===== config.mk =====
export PLATFORM = sky130hd
export DESIGN_NAME = mc_ctrl_unit
export DESIGN_NICKNAME = d
export VERILOG_FILES = /design/src/rtl/mc_ctrl_unit.sv
export SDC_FILE = /design/constraint.sdc
export NUM_CORES = 1
export LEC_CHECK = 0
export BUFFER_PORTS_ARGS = -buffer_cell sky130_fd_sc_hd__buf_2
export CELL_PAD_IN_SITES_DETAIL_PLACEMENT = 1
export CELL_PAD_IN_SITES_GLOBAL_PLACEMENT = 1
export CORE_MARGIN = 4
export CORE_UTILIZATION = 26
export DETAILED_ROUTE_END_ITERATION = 10
export PLACE_DENSITY_LB_ADDON = 0.1
export SLEW_MARGIN = 20
export SYNTH_ARGS = -nofsm -noshare
export SYNTH_HDL_FRONTEND = slang
export SYNTH_SLANG_ARGS = --single-unit

===== constraint.sdc =====
create_clock -name clk -period 2.6 [get_ports clk]
set_clock_uncertainty 0.2 [all_clocks]
set_input_delay 0.26 -clock clk [delete_from_list [all_inputs] [get_ports clk]]
set_output_delay 0.26 -clock clk [all_outputs]
set_load 0.005 [all_outputs]

===== src/rtl/mc_ctrl_unit.sv =====
// Multicycle control unit for the ARM-subset datapath: FSM sequencing, NZCV flags, condition gating.
// Optional perf counters (retired/squashed instructions) are built only when MC_CTRL_PERF_EN is defined.
module mc_ctrl_unit #(
    parameter logic [3:0] FLAGS_RST = 4'b0000,
    parameter int         CNT_W     = 32
) (
    input  logic             clk,
    input  logic             reset,
    input  logic [3:0]       cond,
    input  logic [1:0]       op,
    input  logic [5:0]       funct,
    input  logic [3:0]       rd,
    input  logic [3:0]       alu_flags,
    output logic             ir_write,
    output logic             adr_src,
    output logic             pc_write,
    output logic             pc_src,
    output logic             branch,
    output logic             reg_write,
    output logic             mem_write,
    output logic             mem_to_reg,
    output logic             alu_src,
    output logic [1:0]       alu_control,
    output logic [1:0]       imm_src,
    output logic [1:0]       reg_src,
    output logic [3:0]       state,
    output logic [3:0]       flags,
    output logic [CNT_W-1:0] retired_cnt,
    output logic [CNT_W-1:0] squash_cnt
);

    typedef enum logic [3:0] {
        S_FETCH  = 4'd0,
        S_DECODE = 4'd1,
        S_MEMADR = 4'd2,
        S_MEMRD  = 4'd3,
        S_MEMWB  = 4'd4,
        S_MEMWR  = 4'd5,
        S_EXECR  = 4'd6,
        S_EXECI  = 4'd7,
        S_ALUWB  = 4'd8,
        S_BRANCH = 4'd9
    } state_t;

    state_t     state_q, state_d;
    logic [3:0] flags_q, flags_d;
    logic       cond_ok_q, cond_ok_d;

    logic       dp_valid;
    logic       dp_arith;
    logic [1:0] dp_ctl;

    logic ir_write_c, pc_write_c, reg_write_c, mem_write_c;

    function automatic logic cond_check(input logic [3:0] c, input logic [3:0] f);
        logic n, z, cf, v;
        logic res;
        n  = f[3];
        z  = f[2];
        cf = f[1];
        v  = f[0];
        case (c)
            4'b0000: res = z;
            4'b0001: res = !z;
            4'b0010: res = cf;
            4'b0011: res = !cf;
            4'b0100: res = n;
            4'b0101: res = !n;
            4'b0110: res = v;
            4'b0111: res = !v;
            4'b1000: res = cf && !z;
            4'b1001: res = !cf || z;
            4'b1010: res = (n == v);
            4'b1011: res = (n != v);
            4'b1100: res = !z && (n == v);
            4'b1101: res = z || (n != v);
            4'b1110: res = 1'b1;
            default: res = 1'b0;
        endcase
        return res;
    endfunction

    always_comb begin
        dp_valid = 1'b1;
        dp_arith = 1'b0;
        dp_ctl   = 2'b00;
        case (funct[4:1])
            4'b0100: dp_arith = 1'b1;
            4'b0010: begin dp_ctl = 2'b01; dp_arith = 1'b1; end
            4'b0000: dp_ctl = 2'b10;
            4'b1100: dp_ctl = 2'b11;
            default: dp_valid = 1'b0;
        endcase
    end

    // cond_ok is captured once in DECODE so the instruction's own flag write cannot regate it.
    always_comb begin
        state_d     = S_FETCH;
        flags_d     = flags_q;
        cond_ok_d   = cond_ok_q;
        ir_write_c  = 1'b0;
        pc_write_c  = 1'b0;
        reg_write_c = 1'b0;
        mem_write_c = 1'b0;
        adr_src     = 1'b0;
        pc_src      = 1'b0;
        branch      = 1'b0;
        mem_to_reg  = 1'b0;
        alu_src     = 1'b0;
        alu_control = 2'b00;
        imm_src     = 2'b00;
        reg_src     = 2'b00;
        case (state_q)
            S_FETCH: begin
                ir_write_c = 1'b1;
                pc_write_c = 1'b1;
                state_d    = S_DECODE;
            end
            S_DECODE: begin
                cond_ok_d = cond_check(cond, flags_q);
                reg_src   = (op == 2'b01) ? 2'b10 : 2'b00;
                case (op)
                    2'b00:   state_d = funct[5] ? S_EXECI : S_EXECR;
                    2'b01:   state_d = S_MEMADR;
                    2'b10:   state_d = S_BRANCH;
                    default: state_d = S_FETCH;
                endcase
            end
            S_EXECR, S_EXECI: begin
                alu_src     = (state_q == S_EXECI);
                alu_control = dp_ctl;
                state_d     = S_ALUWB;
                if (cond_ok_q && funct[0] && dp_valid) begin
                    flags_d[3:2] = alu_flags[3:2];
                    if (dp_arith) flags_d[1:0] = alu_flags[1:0];
                end
            end
            S_ALUWB: begin
                if (rd == 4'd15) begin
                    pc_src     = 1'b1;
                    pc_write_c = cond_ok_q && dp_valid;
                end else begin
                    reg_write_c = cond_ok_q && dp_valid;
                end
            end
            S_MEMADR: begin
                alu_src = 1'b1;
                imm_src = 2'b01;
                state_d = funct[0] ? S_MEMRD : S_MEMWR;
            end
            S_MEMRD: begin
                adr_src = 1'b1;
                state_d = S_MEMWB;
            end
            S_MEMWB: begin
                mem_to_reg = 1'b1;
                if (rd == 4'd15) begin
                    pc_src     = 1'b1;
                    pc_write_c = cond_ok_q;
                end else begin
                    reg_write_c = cond_ok_q;
                end
            end
            S_MEMWR: begin
                adr_src     = 1'b1;
                mem_write_c = cond_ok_q;
            end
            S_BRANCH: begin
                branch     = 1'b1;
                reg_src    = 2'b01;
                alu_src    = 1'b1;
                imm_src    = 2'b10;
                pc_src     = 1'b1;
                pc_write_c = cond_ok_q;
            end
            default: state_d = S_FETCH;
        endcase
    end

    always_ff @(posedge clk or negedge reset) begin
        if (!reset) begin
            state_q   <= S_FETCH;
            flags_q   <= FLAGS_RST;
            cond_ok_q <= 1'b0;
        end else begin
            state_q   <= state_d;
            flags_q   <= flags_d;
            cond_ok_q <= cond_ok_d;
        end
    end

    // The reset state is FETCH, so enables must be masked by reset itself while it is held.
    assign ir_write  = ir_write_c  && reset;
    assign pc_write  = pc_write_c  && reset;
    assign reg_write = reg_write_c && reset;
    assign mem_write = mem_write_c && reset;
    assign state     = state_q;
    assign flags     = flags_q;

`ifdef MC_CTRL_PERF_EN
    localparam logic [CNT_W-1:0] CNT_ONE = {{(CNT_W-1){1'b0}}, 1'b1};

    logic [CNT_W-1:0] retired_q, retired_d, squash_q, squash_d;
    logic             terminal;

    always_comb begin
        retired_d = retired_q;
        squash_d  = squash_q;
        terminal  = (state_q == S_ALUWB) || (state_q == S_MEMWB) ||
                    (state_q == S_MEMWR) || (state_q == S_BRANCH);
        if (state_q == S_DECODE && op == 2'b11) begin
            retired_d = retired_q + CNT_ONE;
        end else if (terminal) begin
            if (cond_ok_q) retired_d = retired_q + CNT_ONE;
            else           squash_d  = squash_q + CNT_ONE;
        end
    end

    always_ff @(posedge clk or negedge reset) begin
        if (!reset) begin
            retired_q <= '0;
            squash_q  <= '0;
        end else begin
            retired_q <= retired_d;
            squash_q  <= squash_d;
        end
    end

    assign retired_cnt = retired_q;
    assign squash_cnt  = squash_q;
`else
    assign retired_cnt = '0;
    assign squash_cnt  = '0;
`endif

endmodule


==> reports/metrics.yaml, run 1 <==
final_layout:
  drive_above_1_share_pct: 27.5
  syn2layout_area_growth_pct: 5.91
  final_cell_count_no_fill: 271
  n_antenna_cell: 0
  nets: 227
global_routing:
  grtUsageTotal_pct: 9.89
  antenna_found_initial: 0
  overflow: 0
  grt_pass1_wl_mm: 5.04
  grt_pass1_vias: 1040
  grt_start_max_net_pins: 16
die:
  die_h_um: 79.1
  start_util_pct: 27.2
  rows: 25
  core_um2: 4820
  io_pins: 109
  die_w_um: 79.1
  die_area_um2: 6250
job:
  cap_violations: 0
synth:
  synthMuxAreaShare_pct: 5.62
  synth_top_family_by_area: "buffers and inverters"
  synth_top_cell_by_area: "buf_4"
  yosys.area_share.simple_pct: 21.7
  ys_top_cells_by_area: "buf_4 (38%), dfrtp_1 (17%), o21ai_0 (3.4%)"
  synth_common_cells: "buf_4 (66), dfrtp_1 (9), o21ai_0 (9)"
  synth_compound_area_share_pct: 11.8
  synth-edff-count: 0
  syn_area_um2: 1310
  synth-main-ff-cell: "dfrtp_1"
  yosys_warnings: 0
  synth_top_area_share_pct: 37.8
  yosys.area_share.adder_pct: 0
  avgSynthCellArea_um2: 8.10
  yosysUniqueCellTypes: 41
  postSynthCellCount: 162
  seq_area_frac_synth_pct: 17.2
  synth_most_common_cell: "buf_4"
  async_reset_ff_share_pct: 100
  synth_xor_area_share_pct: 3.34
  synth.ff_latch_count: 9
cts:
  numClockSinks: 9
  cts_buffers: 3
  htreeDepth: 1
  clockBufferDepth: 2
  clockRootBuffer: "clkbuf_8"
  cts_tree: "done"
  clk_pin_slew_ns: 0.04
  clk_latency_ns: 0.23
  cts_resized: 0
routing:
  dr.pass1.iters: 3
  routed_via_density: 3.90
  via_count: 1056
  first_iter_violations: 38
  antenna_left: 0
  wire_per_inst_um: 11.8
  routed_wl_mm: 3.20
  drc: 0
sta:
  rsz0062_at_grt: "false"
  fmax_mhz: 438
  drv_slew: 0
  setup_viol: 0
  fin_hold_ws_ns: 0.0659
  fin_crit_sh_pct: 87.8
  setup_tns_ns: 0
  fin_crit_ns: 2.28
  finalHoldViolCount: 0
placed_design:
  gp_congestion: 0.744
  dp_hpwl_mm: 2.73
  portBuffers: 44
  post-place-cells: 266
power_and_ir_drop:
  total_power_w: 0.000864
  cellLeakagePower_nw: 0.772
  power_frac_seq_pct: 33.9
  p_int_w: 0.000495
  irDropWorstVdd_v: 0.000134
  netSwitchingFraction_pct: 42.7
  p_comb_share_pct: 47.7
  powerDensity_nw_per_um2: 622
  switchingPower_w: 0.000369
  clockPowerShare_pct: 18.4
setup_path:
  worst_setup_path_start_kind: "flip-flop"
  end_kind: "output port"
  cp_max_fo: 15
  cp_data_required_time_ns: 2.14
  crit_arrival_ns: 1.82
  crit_chain: "nand2b_1, or3_1, nor3b_1, buf_2"
  setup.worst_path.class: "flip-flop to output port"
  crit_slowest_cell: "dfrtp_1"
  cp_slowest_stage_delay_ns: 0.54
outcome:
  status: "finished, final reports clean"
worst_hold_path:
  hp-class: "primary input to flip-flop"
[power groups by stage]
| stage | sequential (W) | combinational [W] | clock, W |
|---|---|---|---|
| 3_5_place_dp | 0.000297 | 0.000413 | 0 |
| 3_3_place_gp | 0.000291 | 0.000407 | 0 |
| 6_report | 0.000293 | 0.000412 | 0.000159 |
| 5_1_grt | 0.000312 | 0.000469 | 0.000170 |
| 4_1_cts | 0.000294 | 0.000417 | 0.000164 |
| 2_1_floorplan | 0.000239 | 0.000380 | 0 |
[area by class of cell]
type,instances,area [um^2]
clock buffer,4,45.0
fill,648,3430
inverter,2,7.51
multi-input combinational,144,798
sequential,9,225
tap,67,83.8
timing repair buffer,45,230
[worst max-delay path: cells and delay by family, from the launching register on]
kind | cells | cell delay (ns)
AND/OR/NAND/NOR | 3 | 0.91
flip-flops | 1 | 0.54
buffers and inverters | 1 | 0.15
[per-layer routing]
metal / vias up / part of all wire, % / GRT usage, %
li1: 504 / - / -
met1: 490 / 39 / 11.5
met2: 60 / 50 / 17.6
met3: 2 / 11 / 2.15
met4: 0 / 0.66 / 3.61
met5: - / 0 / 0
[repair_timing]
item / in CTS / in global routing
endpoints found under the hold margin: 9 / 0
buffers inserted: 0 / 0
endpoints found under the setup margin: 0 / 0
hold buffers: 1 / 0
[kinds of logic (layout without fill, tap and decap cells)]
kind of cell              count (synthesis)  in the layout
xor gates and xnor gates                  5              5
and+or+nand+nor                          46             46
DFF                                       9              9
AOI/OAI and AO/OA                        23             23
other                                     1             64
muxes                                     6              6
buffers and inverters                    72             51
[per-stage QoR]
step	area (um^2)	util, %	setup slack, ns
3_3_place_gp	1340	27.7	0.588
2_1_floorplan	1550	-	0.732
3_5_place_dp	1340	27.7	0.550
6_report	1390	28.9	0.317
5_1_grt	1390	28.9	0.189
4_1_cts	1390	28.9	0.296
[cells in the final DEF (no fill, tap or decap), drive strengths merged, types with 2 or more instances in the layout]
cell	netlist	layout
buf	67	44
nor2	7	7
nand2	7	7
conb	1	64
a211oi	2	2
xnor2	4	4
nand3	2	2
nand2b	6	6
o21ai	9	9
mux2	5	5
a21boi	2	2
a21oi	2	2
dfrtp	9	9
nor3	4	4
nor2b	5	5
inv	2	2
nor3b	3	3
nor4b	3	3
clkbuf	3	4
[state kept, by name, summed over array words and instances (netlist names)]
name       cells
cond_ok_q      1
flags          4
state          4
[worst paths after layout]
check	from	end	slack (ns)	cells after the start
max	state[1]	reg_src[1]	0.32	4
min	alu_flags[2]	flags[2]	0.07	2
max reg2reg	state[2]	flags[0]	0.60	4
min reg2reg	flags[1]	flags[1]	0.38	1
max in group asynchronous	reset	flags[3]	1.74	2
min in group asynchronous	reset	state[2]	0.25	2
No activity file was read; power rests on OpenSTA's default activity.
==> run 2, diff against run 1 <==
--- a/config.mk
+++ b/config.mk
@@ -5,7 +5,7 @@
 export SDC_FILE = /design/constraint.sdc
 export NUM_CORES = 1
 export LEC_CHECK = 0
-export BUFFER_PORTS_ARGS = -buffer_cell sky130_fd_sc_hd__buf_2
+export BUFFER_PORTS_ARGS = -buffer_cell sky130_fd_sc_hd__clkbuf_2
 export CELL_PAD_IN_SITES_DETAIL_PLACEMENT = 1
 export CELL_PAD_IN_SITES_GLOBAL_PLACEMENT = 1
 export CORE_MARGIN = 4
==> run 2 against run 1 <==
Effect of this change: count of clock-buffer cells in the layout stayed put; largest cell class unchanged; largest power group unchanged; combinational power hardly changed; setup slack worse by 0.015 ns; critical endpoint unchanged; cell area stayed put; critical path type unchanged; global-route usage is 0.12 points higher; first-iteration DRC count is 5.3% higher.
==> reports/metrics.yaml, run 2 (synthesis gave the netlist of run 1 again) <==
cts:
  htreeDepth: 1
  cts_buffers: 3
  postCtsSetupBuffers: 0
  clk_latency_ns: 0.24
  clockRootBuffer: "clkbuf_8"
  cts_resized: 0
  numClockSinks: 9
  cts_tree: "done"
  hold_buffers: 1
  clk_pin_slew_ns: 0.05
  clockBufferDepth: 2
routing:
  routed-wl-met3_um: 356
  highest_layer: "met4"
  dr.pass1.iters: 3
  routed_via_density: 3.86
  antenna_left: 0
  drc: 0
  drt-met1-wl_mm: 1.26
  via_count: 1045
  met2_length_mm: 1.54
  routed_wl_mm: 3.21
  first_iter_violations: 40
  wire_per_inst_um: 11.8
die:
  start_util_pct: 27.2
  die_w_um: 79.1
  die_area_um2: 6250
  rows: 25
  io_pins: 109
  die_h_um: 79.1
  core_um2: 4820
sta:
  finalHoldViolCount: 0
  rsz0062_at_grt: "false"
  fin_crit_sh_pct: 88.4
  setup_tns_ns: 0
  drv_slew: 0
  fmax_mhz: 435
  fin_crit_ns: 2.30
  setup_viol: 0
  worst_slack_ns: 0.302
placed_design:
  post-place-cells: 266
  pre_cts_ws_ns: 0.539
  gp_congestion: 0.733
  dp_hpwl_mm: 2.73
  portBuffers: 44
global_routing:
  grt_pass1_vias: 1040
  antenna_found_initial: 0
  grt_start_max_net_pins: 16
  grtUsageTotal_pct: 10.0
  grt_pass1_wl_mm: 5.06
  overflow: 0
setup_path:
  end_kind: "output port"
  cp_data_required_time_ns: 2.14
  cp_slowest_stage_delay_ns: 0.54
  setup.worst_path.class: "flip-flop to output port"
  cp_num_buf_inv: 1
  worst_setup_path_start_kind: "flip-flop"
  crit_slowest_cell: "dfrtp_1"
  critical_path.top_delay_family: "simple AND/OR/NAND/NOR gates"
  crit_chain: "nand2b_1, or3_1, nor3b_1, clkbuf_2"
  worstSetupPathDepth: 4
  crit_arrival_ns: 1.84
  cp_max_fo: 15
  reg2reg_depth: 4
power_and_ir_drop:
  netSwitchingFraction_pct: 43.1
  switchingPower_w: 0.000375
  powerDensity_nw_per_um2: 625
  irDropWorstVdd_v: 0.000136
  clockPowerShare_pct: 18.9
  p_int_w: 0.000495
  p_comb_share_pct: 47.5
  cellLeakagePower_nw: 0.759
  power_frac_seq_pct: 33.6
final_layout:
  register_area_um2: 225
  final_common_cell: "conb_1"
  multi_input_area_um2: 798
  n_antenna_cell: 0
  fillers: 657
  syn2layout_area_growth_pct: 5.91
  drive_above_1_share_pct: 27.5
  nets: 227
  final_cell_count_no_fill: 271
  utilization_pct: 28.9
  layout_common_cells: "conb_1 (64), clkbuf_2 (44), o21ai_0 (9), dfrtp_1 (9)"
worst_hold_path:
  hp-class: "primary input to flip-flop"
  whs_path_depth: 2
job:
  cap_violations: 0
outcome:
  status: "finished, final reports clean"
-- run 2: cell types whose count changed in the layout (fill, tap and decap cells not counted), sizes merged --
| cell | change |
|---|---|
| buf | -44 |
| clkbuf | +44 |
-- run 2: worst paths after layout --
kind,slack (ns),to,start
max,0.30,reg_src[1],state[1]
min,0.07,flags[2],alu_flags[2]
max reg2reg,0.57,flags[0],state[2]
min reg2reg,0.38,cond_ok_q,cond_ok_q
max in group asynchronous,1.73,flags[2],reset
min in group asynchronous,0.24,state[2],reset
-- run 2: metrics by stage --
| step | area [um^2] | total power [W] | hold slack, ns |
|---|---|---|---|
| global route | 1390 | 0.000959 | 0.0713 |
| global placement | 1340 | 0.000700 | -0.0371 |
| detailed placement | 1340 | 0.000709 | -0.0463 |
| floorplan | 1550 | 0.000619 | -0.236 |
| CTS | 1390 | 0.000881 | 0.0652 |
| finish | 1390 | 0.000869 | 0.0670 |
-- run 2: worst reg2reg max path: cells and delay by family, from the launching register on --
| kind | cells | cell delay (ns) |
|---|---|---|
| simple gates | 3 | 0.90 |
| flops | 1 | 0.50 |
| mux | 1 | 0.31 |
-- run 2: power groups by stage --
stage / Combinational [W] / Sequential, W / Clock [W]
3_3_place_gp: 0.000407 / 0.000293 / 0
2_1_floorplan: 0.000380 / 0.000239 / 0
5_1_grt: 0.000469 / 0.000311 / 0.000179
4_1_cts: 0.000417 / 0.000293 / 0.000171
6_report: 0.000413 / 0.000292 / 0.000164
3_5_place_dp: 0.000413 / 0.000296 / 0
-- run 2: routing by layer --
metal / track usage [%] / vias up
met5: 0 / -
met4: 5.15 / 0
met3: 2.15 / 5
met2: 16.6 / 63
met1: 12.1 / 474
li1: - / 503
-- run 2: final cells by class --
| type | count | share of cell area, % |
|---|---|---|
| clock buffers | 4 | 3.24 |
| inverters | 2 | 0.540 |
| multi-input cells | 144 | 57.4 |
| flip-flops and latches | 9 | 16.2 |
| well taps | 67 | 6.03 |
| repair buffers | 45 | 16.6 |
